File: src/rtl/chunked_addsub_pkg.sv
// Shared types for the chunked adder/subtractor: FSM states and op-select encoding.
package chunked_addsub_pkg;

    typedef enum logic [1:0] {
        IDLE = 2'd0,
        RUN  = 2'd1,
        DONE = 2'd2
    } state_t;

    localparam logic OP_ADD = 1'b0;
    localparam logic OP_SUB = 1'b1;

endpackage

File: src/rtl/chunked_addsub_chunk_adder.sv
// Combinational CHUNK-bit ripple adder; c_msb exposes the carry into the top bit
// so the caller can form signed overflow on the final chunk.
module chunk_adder #(
    parameter int CHUNK = 4
) (
    input  logic [CHUNK-1:0] a,
    input  logic [CHUNK-1:0] b,
    input  logic             cin,
    output logic [CHUNK-1:0] s,
    output logic             cout,
    output logic             c_msb
);

    logic [CHUNK:0] c;

    assign c[0] = cin;

    for (genvar i = 0; i < CHUNK; i++) begin : g_bit
        assign s[i]   = a[i] ^ b[i] ^ c[i];
        assign c[i+1] = (a[i] & b[i]) | (c[i] & (a[i] ^ b[i]));
    end

    assign cout  = c[CHUNK];
    assign c_msb = c[CHUNK-1];

endmodule

File: src/rtl/chunked_addsub.sv
// Multi-cycle WIDTH-bit add/subtract through one shared CHUNK-bit ripple stage,
// with valid/ready on both operand and result sides.
module chunked_addsub
    import chunked_addsub_pkg::*;
#(
    parameter int WIDTH = 16,
    parameter int CHUNK = 4
) (
    input  logic             clk,
    input  logic             rst,
    input  logic             in_valid,
    output logic             in_ready,
    input  logic [WIDTH-1:0] X,
    input  logic [WIDTH-1:0] Y,
    input  logic             carryin,
    input  logic             sub,
    output logic             out_valid,
    input  logic             out_ready,
    output logic [WIDTH-1:0] S,
    output logic             carryout,
    output logic             overflow,
    output logic             zero
);

    localparam int NCHUNK = WIDTH / CHUNK;
    localparam int IW     = (NCHUNK > 1) ? $clog2(NCHUNK) : 1;
    localparam logic [IW-1:0] LAST = IW'(NCHUNK - 1);

    state_t            state, state_n;
    logic [IW-1:0]     idx;
    logic [WIDTH-1:0]  xq, yq;
    logic              subq, carry;
    logic [CHUNK-1:0]  a, b, s_chunk;
    logic              c_out, c_msb;
    logic [WIDTH-1:0]  s_next;
    logic              accept, last;

    assign in_ready  = (state == IDLE) && !rst;
    assign out_valid = (state == DONE);
    assign accept    = in_valid && in_ready;
    assign last      = (idx == LAST);

    // Per-chunk operand mux; subtraction feeds the inverted Y slice.
    always_comb begin
        a      = xq[int'(idx)*CHUNK +: CHUNK];
        b      = yq[int'(idx)*CHUNK +: CHUNK] ^ {CHUNK{subq == OP_SUB}};
        s_next = S;
        s_next[int'(idx)*CHUNK +: CHUNK] = s_chunk;
    end

    chunk_adder #(.CHUNK(CHUNK)) u_chunk (
        .a     (a),
        .b     (b),
        .cin   (carry),
        .s     (s_chunk),
        .cout  (c_out),
        .c_msb (c_msb)
    );

    always_comb begin
        state_n = state;
        case (state)
            IDLE:    if (accept)    state_n = RUN;
            RUN:     if (last)      state_n = DONE;
            DONE:    if (out_ready) state_n = IDLE;
            default:                state_n = IDLE;
        endcase
    end

    always_ff @(posedge clk or posedge rst) begin
        if (rst) state <= IDLE;
        else     state <= state_n;
    end

    always_ff @(posedge clk or posedge rst) begin
        if (rst) begin
            idx      <= '0;
            xq       <= '0;
            yq       <= '0;
            subq     <= OP_ADD;
            carry    <= 1'b0;
            S        <= '0;
            carryout <= 1'b0;
            overflow <= 1'b0;
            zero     <= 1'b0;
        end else if (accept) begin
            xq    <= X;
            yq    <= Y;
            subq  <= sub;
            carry <= carryin;
            idx   <= '0;
            S     <= '0;
        end else if (state == RUN) begin
            S     <= s_next;
            carry <= c_out;
            idx   <= last ? '0 : idx + 1'b1;
            if (last) begin
                carryout <= c_out;
                overflow <= c_msb ^ c_out;
                zero     <= (s_next == '0);
            end
        end
    end

endmodule

File: config.mk
export PLATFORM = sky130hd
export DESIGN_NAME = chunked_addsub
export DESIGN_NICKNAME = d
export VERILOG_FILES = /design/src/rtl/chunked_addsub_pkg.sv /design/src/rtl/chunked_addsub_chunk_adder.sv /design/src/rtl/chunked_addsub.sv
export SDC_FILE = /design/constraint.sdc
export NUM_CORES = 1
export LEC_CHECK = 0
export BUFFER_PORTS_ARGS = -buffer_cell sky130_fd_sc_hd__buf_2
export CAP_MARGIN = 5
export CORE_MARGIN = 3
export CORE_UTILIZATION = 58
export CTS_CLUSTER_SIZE = 16
export DETAILED_ROUTE_END_ITERATION = 12
export PLACE_DENSITY = 0.84
export SLEW_MARGIN = 20
export SYNTH_ARGS = -nofsm -noshare
export SYNTH_HDL_FRONTEND = slang
export SYNTH_HIERARCHICAL = 1
export SYNTH_SLANG_ARGS = --single-unit
export TNS_END_PERCENT = 10
File: constraint.sdc
create_clock -name clk -period 7 [get_ports clk]
set_input_delay 1.4 -clock clk [delete_from_list [all_inputs] [get_ports clk]]
set_output_delay 1.4 -clock clk [all_outputs]
set_load 0.01 [all_outputs]
==> results of run 1 <==
cell families (layout without fill, tap and decap cells):
logic type	after synthesis	after routing	synth area share
muxes	42	42	0.206
adders and majority gates	10	10	0.0566
and+or+nand+nor	25	25	0.0512
DFF	57	57	0.521
AOI/OAI and AO/OA	38	38	0.106
buffers and inverters	24	87	0.0434
xor gates and xnor gates	5	5	0.0160
cell type report:
class                           instances  area share
Tap cell                               52      0.0203
Timing Repair Buffer                   59      0.0931
Multi-Input combinational cell        120       0.373
Inverter                               14      0.0164
Clock buffer                           14      0.0508
Sequential cell                        57       0.446
Yosys cell counts (2+ instances only):
| cell | count | area share |
|---|---|---|
| sky130_fd_sc_hd__a21oi_1 | 3 | 0.0055 |
| sky130_fd_sc_hd__a21oi_2 | 2 | 0.0064 |
| sky130_fd_sc_hd__a22o_1 | 16 | 0.051 |
| sky130_fd_sc_hd__buf_2 | 2 | 0.0037 |
| sky130_fd_sc_hd__buf_4 | 5 | 0.014 |
| sky130_fd_sc_hd__dfrtp_1 | 57 | 0.52 |
| sky130_fd_sc_hd__fa_1 | 4 | 0.029 |
| sky130_fd_sc_hd__ha_1 | 6 | 0.027 |
| sky130_fd_sc_hd__inv_1 | 14 | 0.019 |
| sky130_fd_sc_hd__mux2_1 | 12 | 0.049 |
| sky130_fd_sc_hd__mux2_2 | 22 | 0.090 |
| sky130_fd_sc_hd__mux4_2 | 8 | 0.066 |
| sky130_fd_sc_hd__nand2_1 | 4 | 0.0055 |
| sky130_fd_sc_hd__nand2b_1 | 2 | 0.0046 |
| sky130_fd_sc_hd__nand3_1 | 2 | 0.0037 |
| sky130_fd_sc_hd__nor2_1 | 5 | 0.0069 |
| sky130_fd_sc_hd__nor4_1 | 4 | 0.0091 |
| sky130_fd_sc_hd__o21ai_0 | 6 | 0.011 |
| sky130_fd_sc_hd__o22ai_1 | 2 | 0.0046 |
| sky130_fd_sc_hd__xor2_1 | 4 | 0.013 |
path summary, 6_finish.rpt:
path	startpoint	to	slack, ps	cells past startpoint
max	idx[0]$_DFFE_PP0P_	zero$_DFFE_PP0P_	2720	12
min	xq[1]$_DFFE_PP0P_	xq[1]$_DFFE_PP0P_	480	1
max reg2reg	idx[0]$_DFFE_PP0P_	zero$_DFFE_PP0P_	2720	12
min reg2reg	xq[1]$_DFFE_PP0P_	xq[1]$_DFFE_PP0P_	480	1
max in group asynchronous	rst	yq[6]$_DFFE_PP0P_	5270	3
min in group asynchronous	rst	S[9]$_DFFE_PP0P_	1280	3
stage by stage:
step / cells / utilization / power, W / setup slack, ps / hold WS [ps]
floorplan: 201 / - / 0.00126 / 3270 / 452
global placement: 302 / 0.683 / 0.00146 / 2930 / 462
detailed placement: 302 / 0.683 / 0.00149 / 2740 / 474
CTS: 316 / 0.720 / 0.00175 / 2720 / 487
global route: 316 / 0.720 / 0.00188 / 2500 / 499
finish: 316 / 0.720 / 0.00175 / 2720 / 484
sequential cells by signal, indices dropped and copies added, names as in the netlist:
signal	cells
S	16
xq	16
yq	16
idx	2
state	2
carry	1
carryout	1
overflow	1
subq	1
zero	1
routing by layer:
| layer | global-route usage | part of all wire | wire (um) | vias up |
|---|---|---|---|---|
| met5 | 0 | 0 | 0 | - |
| met2 | 0.321 | 0.49 | 2500 | 78 |
| met3 | 0.0694 | 0.071 | 363 | 11 |
| met4 | 0.0988 | 0.022 | 112 | 0 |
| met1 | 0.256 | 0.42 | 2150 | 891 |
| li1 | - | - | - | 859 |
worst reg2reg max path: stages (launching register included):
cell,delay (ps)
sky130_fd_sc_hd__dfrtp_1,790
sky130_fd_sc_hd__mux4_2,600
sky130_fd_sc_hd__xor2_1,190
sky130_fd_sc_hd__fa_1,190
sky130_fd_sc_hd__inv_1,50
sky130_fd_sc_hd__fa_1,380
sky130_fd_sc_hd__fa_1,380
sky130_fd_sc_hd__inv_1,110
sky130_fd_sc_hd__fa_1,520
sky130_fd_sc_hd__o311ai_0,340
sky130_fd_sc_hd__o21ai_0,160
sky130_fd_sc_hd__a211oi_1,300
sky130_fd_sc_hd__a32o_1,200
power by group through the flow:
| stage | sequential [W] | clock, W | combinational, W |
|---|---|---|---|
| after floorplan | 0.000546 | 0 | 0.000714 |
| after global placement | 0.000581 | 0 | 0.000879 |
| after detailed placement | 0.000588 | 0 | 0.000906 |
| after CTS | 0.000582 | 0.000264 | 0.000906 |
| after global routing | 0.000603 | 0.000280 | 0.00100 |
| final | 0.000581 | 0.000258 | 0.000908 |
==> reports/metrics.sh, run 1 <==
CRIT_FAMILY='adder cells'
REGISTER_AREA_UM2=1430
CTSLONGESTPATHBUFFERS=2
SYN_NETS=249
CTS-RESIZED-GATES=0
PWR_DENSITY_CELL_nW_PER_UM2=546
YOSYS_MOST_USED_DFF='sky130_fd_sc_hd__dfrtp_1'
MULTI_INPUT_COMB_AREA_UM2=1190
SYNTH-WARNING-COUNT=6
SYN_AREA_UM2=2740
GRT_PASS1_VIAS=1864
DIE_Y_UM=74.7
WIRELENGTH_MM=5.13
LAYOUT_WORST_PATH_CYCLE_SHARE=0.611
DATA_REQUIRED_TIME_AT_THE_WORST_ENDPOINT_PS=7270
SETUP_VIOL=0
GLOBALROUTETOTALUTIL=0.205
POST_CTS_BUFFERS=0
TIMING.MAX_CAP.VIOLATIONS=0
SETUP.WORST_PATH.START_CLASS='flop'
DIE_W_UM=74.7
CRIT_TYPE='reg2reg'
CTS_ROOT_BUFFER='sky130_fd_sc_hd__clkbuf_8'
SYNTH.AVG_CELL_AREA_UM2=13.6
DP_HPWL_MM=3.64
ANTENNA-DIODE-COUNT=0
CTS_MADE_BUFFERS=9
DRT_FIRST_PASS_ITERS=4
GRT_FIRST_PASS_WIRELENGTH_MM=8.36
WORST_PATH_MOST_REPEATED_CELL='sky130_fd_sc_hd__fa_1'
POST-ROUTE-MIN-PERIOD_PS=4280
FIN_TNS_SETUP_PS=0
YS_FF_LATCH=57
DRT-INITIAL-DRC-COUNT=94
HOLD_VIOLATIONS_FINAL=0
COUNT_OF_UNIQUE_LIBRARY_CELLS_INSTANTIATED_BY_YOSYS=41
LAYOUT-AREA-OVERHEAD-VS-SYNTH_PCT=16.8
LAYOUT_COMMONEST_CELL='sky130_fd_sc_hd__buf_2'
ROWS=24
DIE_AREA_UM2=5580
SLOWEST_STAGE='sky130_fd_sc_hd__dfrtp_1'
POWER.LEAKAGE_nW=1.53
WORST_PIN_SLEW_PS=958
POSTPLACECELLAREA_UM2=3040
HOLDCRITPATHCLASS='reg2reg'
SWITCHINGPOWER_W=0.000739
WL_PER_CELL_UM=16.2
POWER.SHARE.SEQUENTIAL=0.333
SLOWEST_DELAY_PS=790
FINAL_CELL_MIX='sky130_fd_sc_hd__buf_2, sky130_fd_sc_hd__dfrtp_1, sky130_fd_sc_hd__mux2_2'
ANTENNA_VIOLATING_NETS_POST_ROUTE=0
FINAL_NETS=309
FINAL_LAYOUT_SIZE_SUFFIX_GT1_FRAC=0.398
POWER.COMBINATIONAL.FRACTION=0.520
SYNTH_ENABLE_FLOP_CELLS=0
TIMING.FMAX_MHz=234
CP.ARRIVAL_PS=4540
TOP_LEVEL_PORTS=59
CTS_SINKS=57
SYNTHESIS.INSTANCES=201
CLOCK_SKEW_PS=6.63
ENDPOINT_KIND='flop'
DETAILROUTE.VIA_COUNT=1839
CP.BUFFERS_INVERTERS=2
FINALMAXSLEWVIOLATIONS=0
ROUTE.DETAILED.VIAS_PER_INST=5.82
CLOCK_TREE_FROM_TRITONCTS='built'
INITIAL_UTILIZATION=0.616
PIN_COUNT_OF_THE_BIGGEST_NET_ENTERING_GLOBAL_ROUTING=58
NUMBER_OF_ANTENNA_VIOLATIONS_AT_THE_FIRST_CHECK_IN_GLOBAL_ROUTING=0
DRC=0
GPL.FINAL_WEIGHTED_CONGESTION=0.870
MAX_RAIL_DROP_VDD_mV=0.393
CLOCK_LATENCY_OF_THE_LATER_CLOCKED_REGISTER_IN_THE_WORST_SKEW_PAIR_PS=330
OUTCOME='finished, final reports clean'
HTREE_LEVELS=3
CTS.CLK_SLEW.WORST_PATHS_PS=60
SETUP_REPAIR_AFTER_GLOBAL_ROUTING_MISSED_ITS_MARGIN='false'
POWER.SWITCHING_FRACTION=0.423
CELLINTERNALPOWER_W=0.00101
FINAL_CELL_AREA_UM2=3200
FILLERINSTANCES=309
SHARE_CLK_OF_TOTAL_POWER=0.148
SYNTH_SEQUENTIAL_AREA_RATIO=0.521
PATH_CELLS='mux4_2, xor2_1, fa_1, inv_1, fa_1, fa_1, inv_1, fa_1, o311ai_0, o21ai_0, a211oi_1, a32o_1'
GLOBAL_ROUTE.OVERFLOW_TOTAL=0
PORT-BUFFER-COUNT=58
PLACEABLECOREAREA_UM2=4440
CRITPATHMAXFANOUT=16
POSTSYNTH.ASYNCRESETSHARE=1.00
TIMING.MAX_SLEW.REL_SLACK=0.361
HOLDBUFCOUNTCTS=0
(Power assumes the default switching activity.)
==> inputs of run 2 (changes only) <==
--- a/config.mk
+++ b/config.mk
@@ -5,13 +5,14 @@
 export SDC_FILE = /design/constraint.sdc
 export NUM_CORES = 1
 export LEC_CHECK = 0
+export ABC_AREA = 1
 export BUFFER_PORTS_ARGS = -buffer_cell sky130_fd_sc_hd__buf_2
 export CAP_MARGIN = 5
 export CORE_MARGIN = 3
-export CORE_UTILIZATION = 58
+export CORE_UTILIZATION = 55
 export CTS_CLUSTER_SIZE = 16
 export DETAILED_ROUTE_END_ITERATION = 12
-export PLACE_DENSITY = 0.84
+export PLACE_DENSITY = 0.79
 export SLEW_MARGIN = 20
 export SYNTH_ARGS = -nofsm -noshare
 export SYNTH_HDL_FRONTEND = slang
==> constraint.sdc (replaced) <==
create_clock -name clk -period 4.15 [get_ports clk]
set_input_delay 0.83 -clock clk [delete_from_list [all_inputs] [get_ports clk]]
set_output_delay 0.83 -clock clk [all_outputs]
set_load 0.01 [all_outputs]
==> reports/metrics.sh, run 2 <==
LAYOUT_COMMONEST_CELL='sky130_fd_sc_hd__buf_2'
POWER.SWITCHING_FRACTION=0.440
HTREE_LEVELS=3
SHARE_CLK_OF_TOTAL_POWER=0.148
SETUP.WORST_PATH.START_CLASS='flop'
SYNTH_ENABLE_FLOP_CELLS=0
CLOCK_SKEW_PS=6.44
CELLINTERNALPOWER_W=0.00190
FINISH.UTILIZATION=0.683
POWER.SHARE.SEQUENTIAL=0.293
CTS_SINKS=57
DIE_Y_UM=80.9
POSTSYNTH.ASYNCRESETSHARE=1.00
CTS.CLK_SLEW.WORST_PATHS_PS=60
NETLIST.AREA_LEADER.SHARE=0.463
ANTENNA_VIOLATING_NETS_POST_ROUTE=0
CTS_ROOT_BUFFER='sky130_fd_sc_hd__clkbuf_8'
INST_COUNT_DP=443
CRIT_TYPE='reg2reg'
TIMING.MAX_CAP.VIOLATIONS=0
FIN_HOLD_WS_PS=496
WORST_PATH_MOST_REPEATED_CELL='sky130_fd_sc_hd__fa_1'
FINAL_CELL_MIX='sky130_fd_sc_hd__buf_2, sky130_fd_sc_hd__dfrtp_1, sky130_fd_sc_hd__nand2_1'
POST-ROUTE-MIN-PERIOD_PS=3550
LAYOUT_WORST_PATH_CYCLE_SHARE=0.855
TOP_LEVEL_PORTS=59
SYN_NETS=372
GRT_UTIL_MET2=0.334
ENDPOINT_KIND='flop'
CRITPATHMAXFANOUT=13
GPL.FINAL_WEIGHTED_CONGESTION=0.946
GROUTE.LAYER.MET1.USAGE=0.287
PLACEABLECOREAREA_UM2=5270
SYNTH_AREA_LEADERS='sky130_fd_sc_hd__dfrtp_1, sky130_fd_sc_hd__mux2_4, sky130_fd_sc_hd__nand2_1, sky130_fd_sc_hd__nor2_1, sky130_fd_sc_hd__nand3_1'
YOSYS_MOST_USED_DFF='sky130_fd_sc_hd__dfrtp_1'
MAX_RAIL_DROP_VDD_mV=0.566
SETUP_VIOL=0
DRC=0
SETUP_REPAIR_AFTER_GLOBAL_ROUTING_MISSED_ITS_MARGIN='false'
WL_PER_CELL_UM=13.9
FINAL_NETS=432
YS_FF_LATCH=57
SLOWEST_DELAY_PS=470
MULTI_INPUT_COMB_AREA_UM2=1460
CP.ARRIVAL_PS=3830
FINAL_LAYOUT_SIZE_SUFFIX_GT1_FRAC=0.288
SLOWEST_STAGE='sky130_fd_sc_hd__fa_1'
PORT-BUFFER-COUNT=58
FINAL-INSTANCE-COUNT-EXCL-FILL=459
SYNTH_SEQUENTIAL_AREA_RATIO=0.463
CELL_WITH_THE_MOST_INSTANCES_AFTER_SYNTHESIS='sky130_fd_sc_hd__dfrtp_1'
SWITCHINGPOWER_W=0.00149
SYNTH.AVG_CELL_AREA_UM2=9.51
POST_SYNTH_MOST_FREQUENT_CELLS='sky130_fd_sc_hd__dfrtp_1, sky130_fd_sc_hd__nand2_1, sky130_fd_sc_hd__nor2_1, sky130_fd_sc_hd__inv_1, sky130_fd_sc_hd__mux2_4'
FILLERINSTANCES=441
ANTENNA-DIODE-COUNT=0
TIMING.MAX_SLEW.REL_SLACK=0.513
DATA_REQUIRED_TIME_AT_THE_WORST_ENDPOINT_PS=4430
DRT-INITIAL-DRC-COUNT=191
SYNTHESIS.INSTANCES=324
INITIAL_UTILIZATION=0.585
CRIT_FAMILY='adder cells'
TIMING.FMAX_MHz=282
POST_CTS_BUFFERS=0
CP.BUFFERS_INVERTERS=3
DIE_AREA_UM2=6540
DP_HPWL_MM=4.58
LAYOUT-AREA-OVERHEAD-VS-SYNTH_PCT=16.8
DIE_W_UM=80.9
DESIGN_POWER_TOTAL_W=0.00340
CLOCK_TREE_FROM_TRITONCTS='built'
SYNTH-WARNING-COUNT=6
GR-MAX-USAGE-LAYER='met2'
PWR_DENSITY_CELL_nW_PER_UM2=944
NUMBER_OF_ANTENNA_VIOLATIONS_AT_THE_FIRST_CHECK_IN_GLOBAL_ROUTING=0
HOLD_VIOLATIONS_FINAL=0
ROWS=26
GLOBALROUTETOTALUTIL=0.219
GRT_PASS1_VIAS=2333
GRT_FIRST_PASS_WIRELENGTH_MM=10.8
LEADING_REGISTERS_BY_FLOP_COUNT='S: 16 flops, xq: 16 flops, yq: 16 flops'
POST-SYNTH-TOP-AREA-CELL='sky130_fd_sc_hd__dfrtp_1'
PATH_CELLS='inv_1, o21ai_0, o22ai_1, xor2_1, fa_1, inv_1, fa_1, fa_1, inv_1, fa_1, nand3_1, o21ai_0, nor2_1, nand2_1, nor2_1, nand2_1, nand2_1'
CTS-RESIZED-GATES=0
DETAILROUTE.VIA_COUNT=2394
CTS_MADE_BUFFERS=9
FINALMAXSLEWVIOLATIONS=0
REGISTER_AREA_UM2=1430
SYN_AREA_UM2=3080
CLOCK_LATENCY_OF_THE_LATER_CLOCKED_REGISTER_IN_THE_WORST_SKEW_PAIR_PS=340
POWER.COMBINATIONAL.FRACTION=0.558
PIN_COUNT_OF_THE_BIGGEST_NET_ENTERING_GLOBAL_ROUTING=47
DRT_FIRST_PASS_ITERS=4
COUNT_OF_UNIQUE_LIBRARY_CELLS_INSTANTIATED_BY_YOSYS=23
ROUTE.DETAILED.VIAS_PER_INST=5.22
MET3_USAGE=0.0621
WIRELENGTH_MM=6.36
WORST_PIN_SLEW_PS=728
FIN_TNS_SETUP_PS=0
GLOBAL_ROUTE.OVERFLOW_TOTAL=0
HOLDCRITPATHCLASS='reg2reg'
HOLDBUFCOUNTCTS=0
OUTCOME='finished, final reports clean'
POWER.LEAKAGE_nW=1.94
CTSLONGESTPATHBUFFERS=2
run 2: cell types whose count changed after synthesis, sizes merged, moves of 12 or more:
cell   previous run  this run
a22o             16         0
inv              14        31
nand2             4        56
nand3             2        26
nor2              5        48
o21ai             6        25
o22ai             2        14
run 2: worst reg2reg max path: stages (launching register included):
cell and delay, ps:
sky130_fd_sc_hd__dfrtp_1 370, sky130_fd_sc_hd__inv_1 290, sky130_fd_sc_hd__o21ai_0 140, sky130_fd_sc_hd__o22ai_1 190, sky130_fd_sc_hd__xor2_1 260, sky130_fd_sc_hd__fa_1 230, sky130_fd_sc_hd__inv_1 50, sky130_fd_sc_hd__fa_1 370
sky130_fd_sc_hd__fa_1 370, sky130_fd_sc_hd__inv_1 100, sky130_fd_sc_hd__fa_1 470, sky130_fd_sc_hd__nand3_1 130, sky130_fd_sc_hd__o21ai_0 150, sky130_fd_sc_hd__nor2_1 140, sky130_fd_sc_hd__nand2_1 70, sky130_fd_sc_hd__nor2_1 80
sky130_fd_sc_hd__nand2_1 50, sky130_fd_sc_hd__nand2_1 50
run 2: power groups by stage:
stage / Clock [W] / Sequential, W / Combinational (W)
3_5_place_dp: 0 / 0.00100 / 0.00188
5_1_grt: 0.000542 / 0.00103 / 0.00214
4_1_cts: 0.000514 / 0.000996 / 0.00189
6_report: 0.000504 / 0.000997 / 0.00190
3_3_place_gp: 0 / 0.000995 / 0.00184
2_1_floorplan: 0 / 0.000989 / 0.00143
run 2: metal layers:
layer	routed length, um	up-vias
met2	2910	90
met5	0	-
li1	-	1181
met4	100	0
met1	2900	1114
met3	456	9
run 2: final timing paths:
path,start,endpoint,slack [ps],cells after the start
max in group asynchronous,rst,carryout$_DFFE_PP0P_,2800,3
worst min register to register,overflow$_DFFE_PP0P_,overflow$_DFFE_PP0P_,500,2
min in group asynchronous,rst,state[1]$_DFFE_PP0P_,520,2
worst max-delay path,idx[0]$_DFFE_PP0P_,zero$_DFFE_PP0P_,600,17
worst max register to register,idx[0]$_DFFE_PP0P_,zero$_DFFE_PP0P_,600,17
worst min-delay path,overflow$_DFFE_PP0P_,overflow$_DFFE_PP0P_,500,2
run 2: kinds of logic after synthesis:
logic type,after synthesis,synth area share
and+or+nand+nor,131,0.177
DFF,57,0.463
buffers and inverters,45,0.0650
AOI/OAI and AO/OA,43,0.0775
muxes,33,0.153
adders and majority gates,10,0.0503
xor gates and xnor gates,5,0.0142
run 2: layout make-up:
cell class / instances / area share
Multi-Input combinational cell: 222 / 0.404
Sequential cell: 57 / 0.396
Timing Repair Buffer: 62 / 0.0890
Clock buffer: 13 / 0.0414
Inverter: 32 / 0.0334
Tap cell: 70 / 0.0243
Clock inverter: 3 / 0.0111
run 2: through the flow:
step	cell area [um^2]	setup slack, ps
finish	3600	600
CTS	3600	612
detailed placement	3410	659
global route	3600	206
global placement	3410	812
floorplan	3080	911
==> inputs of run 3 (changes only) <==
--- a/config.mk
+++ b/config.mk
@@ -8,6 +8,7 @@
 export ABC_AREA = 1
 export BUFFER_PORTS_ARGS = -buffer_cell sky130_fd_sc_hd__buf_2
 export CAP_MARGIN = 5
+export CORE_ASPECT_RATIO = 1.5
 export CORE_MARGIN = 3
 export CORE_UTILIZATION = 55
 export CTS_CLUSTER_SIZE = 16
==> reports/metrics.sh, run 3 (synthesis gave the netlist of run 2 again) <==
TOP_LEVEL_PORTS=59
DRT-INITIAL-DRC-COUNT=148
FINAL_LAYOUT_SIZE_SUFFIX_GT1_FRAC=0.293
SWITCHINGPOWER_W=0.00152
HOLD_VIOLATIONS_FINAL=0
INITIAL_UTILIZATION=0.583
CLOCK_SKEW_PS=6.19
WORST_PATH_MOST_REPEATED_CELL='sky130_fd_sc_hd__fa_1'
HOLDCRITPATHCLASS='reg2reg'
PLACEABLECOREAREA_UM2=5290
FINAL_CELL_AREA_UM2=3650
CTS_MADE_BUFFERS=9
CP.ARRIVAL_PS=3860
TIMING.MAX_CAP.VIOLATIONS=0
ROWS=32
FINAL_NETS=432
DETAILROUTE.VIA_COUNT=2425
FINAL_CELL_MIX='sky130_fd_sc_hd__buf_2, sky130_fd_sc_hd__dfrtp_1, sky130_fd_sc_hd__nand2_1'
NUMBER_OF_ANTENNA_VIOLATIONS_AT_THE_FIRST_CHECK_IN_GLOBAL_ROUTING=0
ANTENNA-DIODE-COUNT=0
POWER.SHARE.SEQUENTIAL=0.288
PORT-BUFFER-COUNT=58
PIN_COUNT_OF_THE_BIGGEST_NET_ENTERING_GLOBAL_ROUTING=47
HTREE_LEVELS=3
WIRELENGTH_MM=6.89
GLOBAL_ROUTE.OVERFLOW_TOTAL=0
ENDPOINT_KIND='flop'
SETUP.WORST_PATH.START_CLASS='flop'
POST-ROUTE-MIN-PERIOD_PS=3580
ROUTE.DETAILED.VIAS_PER_INST=5.31
PWR_DENSITY_CELL_nW_PER_UM2=972
SETUP_REPAIR_AFTER_GLOBAL_ROUTING_MISSED_ITS_MARGIN='false'
SLOWEST_DELAY_PS=540
DIE_W_UM=67.1
CTS.CLK_SLEW.WORST_PATHS_PS=70
CTSLONGESTPATHBUFFERS=2
SHARE_CLK_OF_TOTAL_POWER=0.179
GLOBALROUTETOTALUTIL=0.232
GPL.FINAL_WEIGHTED_CONGESTION=0.931
CTS_SINKS=57
CRITPATHMAXFANOUT=12
R2R_SLACK_PS=570
MULTI_INPUT_COMB_AREA_UM2=1460
CLOCK_LATENCY_OF_THE_LATER_CLOCKED_REGISTER_IN_THE_WORST_SKEW_PAIR_PS=340
LAYOUT_WORST_PATH_CYCLE_SHARE=0.863
POST_CTS_BUFFERS=0
OUTCOME='finished, final reports clean'
REGISTER_AREA_UM2=1430
GRT_PASS1_VIAS=2497
FINALMAXSLEWVIOLATIONS=0
SLOWEST_STAGE='sky130_fd_sc_hd__dfrtp_1'
FILLERINSTANCES=464
TIMING.MAX_SLEW.REL_SLACK=0.518
HOLDBUFCOUNTCTS=0
WORST_PIN_SLEW_PS=723
SETUP_VIOL=0
POWER.COMBINATIONAL.FRACTION=0.533
TIMING.FMAX_MHz=279
POSTPLACECELLAREA_UM2=3410
DRT_FIRST_PASS_ITERS=4
WL_PER_CELL_UM=15.1
LAYOUT_COMMONEST_CELL='sky130_fd_sc_hd__buf_2'
CTS_ROOT_BUFFER='sky130_fd_sc_hd__clkbuf_8'
LAYOUT-AREA-OVERHEAD-VS-SYNTH_PCT=18.5
CRIT_TYPE='reg2reg'
CP.BUFFERS_INVERTERS=3
PATH_CELLS='clkinv_1, o21ai_0, o22ai_1, xor2_1, fa_1, inv_1, fa_1, fa_1, inv_1, fa_1, nand3_1, o21ai_0, nor2_1, nand2_1, nor2_1, nand2_1, nand2_1'
POWER.LEAKAGE_nW=1.96
GRT_FIRST_PASS_WIRELENGTH_MM=11.4
FIN_TNS_SETUP_PS=0
DIE_AREA_UM2=6560
CRIT_FAMILY='adder cells'
DP_HPWL_MM=5.15
CTS-RESIZED-GATES=0
ANTENNA_VIOLATING_NETS_POST_ROUTE=0
DIE_Y_UM=97.7
DRC=0
POWER.SWITCHING_FRACTION=0.429
CLOCK_TREE_FROM_TRITONCTS='built'
CELLINTERNALPOWER_W=0.00202
DATA_REQUIRED_TIME_AT_THE_WORST_ENDPOINT_PS=4430
LEADING_REGISTERS_BY_FLOP_COUNT='S: 16 flops, xq: 16 flops, yq: 16 flops'
MAX_RAIL_DROP_VDD_mV=0.500
[run 3: changes by cell type in the layout (fill, tap and decap cells not counted), sizes merged]
| cell | delta |
|---|---|
| clkinv | -1 |
| bufinv | +2 |
| clkinvlp | +1 |
| clkbuf | -2 |
[run 3: worst min-delay path: cells and delay by family (launching register included)]
| kind | cells | cell delay (ps) |
|---|---|---|
| flip-flops | 1 | 340 |
| AO/OA/AOI/OAI | 1 | 70 |
| AND/OR/NAND/NOR | 1 | 60 |
[run 3: per-layer routing]
| layer | routed length (um) | GRT usage | vias to the layer above |
|---|---|---|---|
| li1 | - | - | 1183 |
| met1 | 2650 | 0.261 | 1149 |
| met2 | 3730 | 0.402 | 73 |
| met3 | 312 | 0.0579 | 20 |
| met4 | 201 | 0.0938 | 0 |
| met5 | 0 | 0 | - |
[run 3: worst paths after layout]
path,end,from,depth (start not counted)
max in group asynchronous,yq[14]$_DFFE_PP0P_,rst,3
min,overflow$_DFFE_PP0P_,overflow$_DFFE_PP0P_,2
max,zero$_DFFE_PP0P_,idx[1]$_DFFE_PP0P_,17
min reg2reg,overflow$_DFFE_PP0P_,overflow$_DFFE_PP0P_,2
max reg2reg,zero$_DFFE_PP0P_,idx[1]$_DFFE_PP0P_,17
min in group asynchronous,state[1]$_DFFE_PP0P_,rst,2
[run 3: power groups by stage]
stage | logic (W) | clock network (W) | registers, W
detailed placement | 0.00188 | 0 | 0.00103
finish | 0.00189 | 0.000636 | 0.00102
global placement | 0.00183 | 0 | 0.00102
global route | 0.00212 | 0.000669 | 0.00105
floorplan | 0.00143 | 0 | 0.000989
CTS | 0.00189 | 0.000643 | 0.00102
[run 3: final cells by class]
| cell class | count | area share |
|---|---|---|
| clock buffers | 11 | 0.0387 |
| inverters | 32 | 0.0329 |
| multi-input cells | 222 | 0.399 |
| well taps | 68 | 0.0233 |
| repair buffers | 62 | 0.0877 |
| flip-flops and latches | 57 | 0.391 |
| clock inverters | 5 | 0.0281 |
[run 3: per-stage QoR]
stage	cells	setup WS, ps	util	total power, W	hold WS, ps
3_3_place_gp	441	721	0.645	0.00284	472
6_report	457	567	0.691	0.00355	506
5_1_grt	457	191	0.691	0.00384	531
2_1_floorplan	324	911	-	0.00242	474
3_5_place_dp	441	588	0.645	0.00290	497
4_1_cts	457	575	0.691	0.00356	510
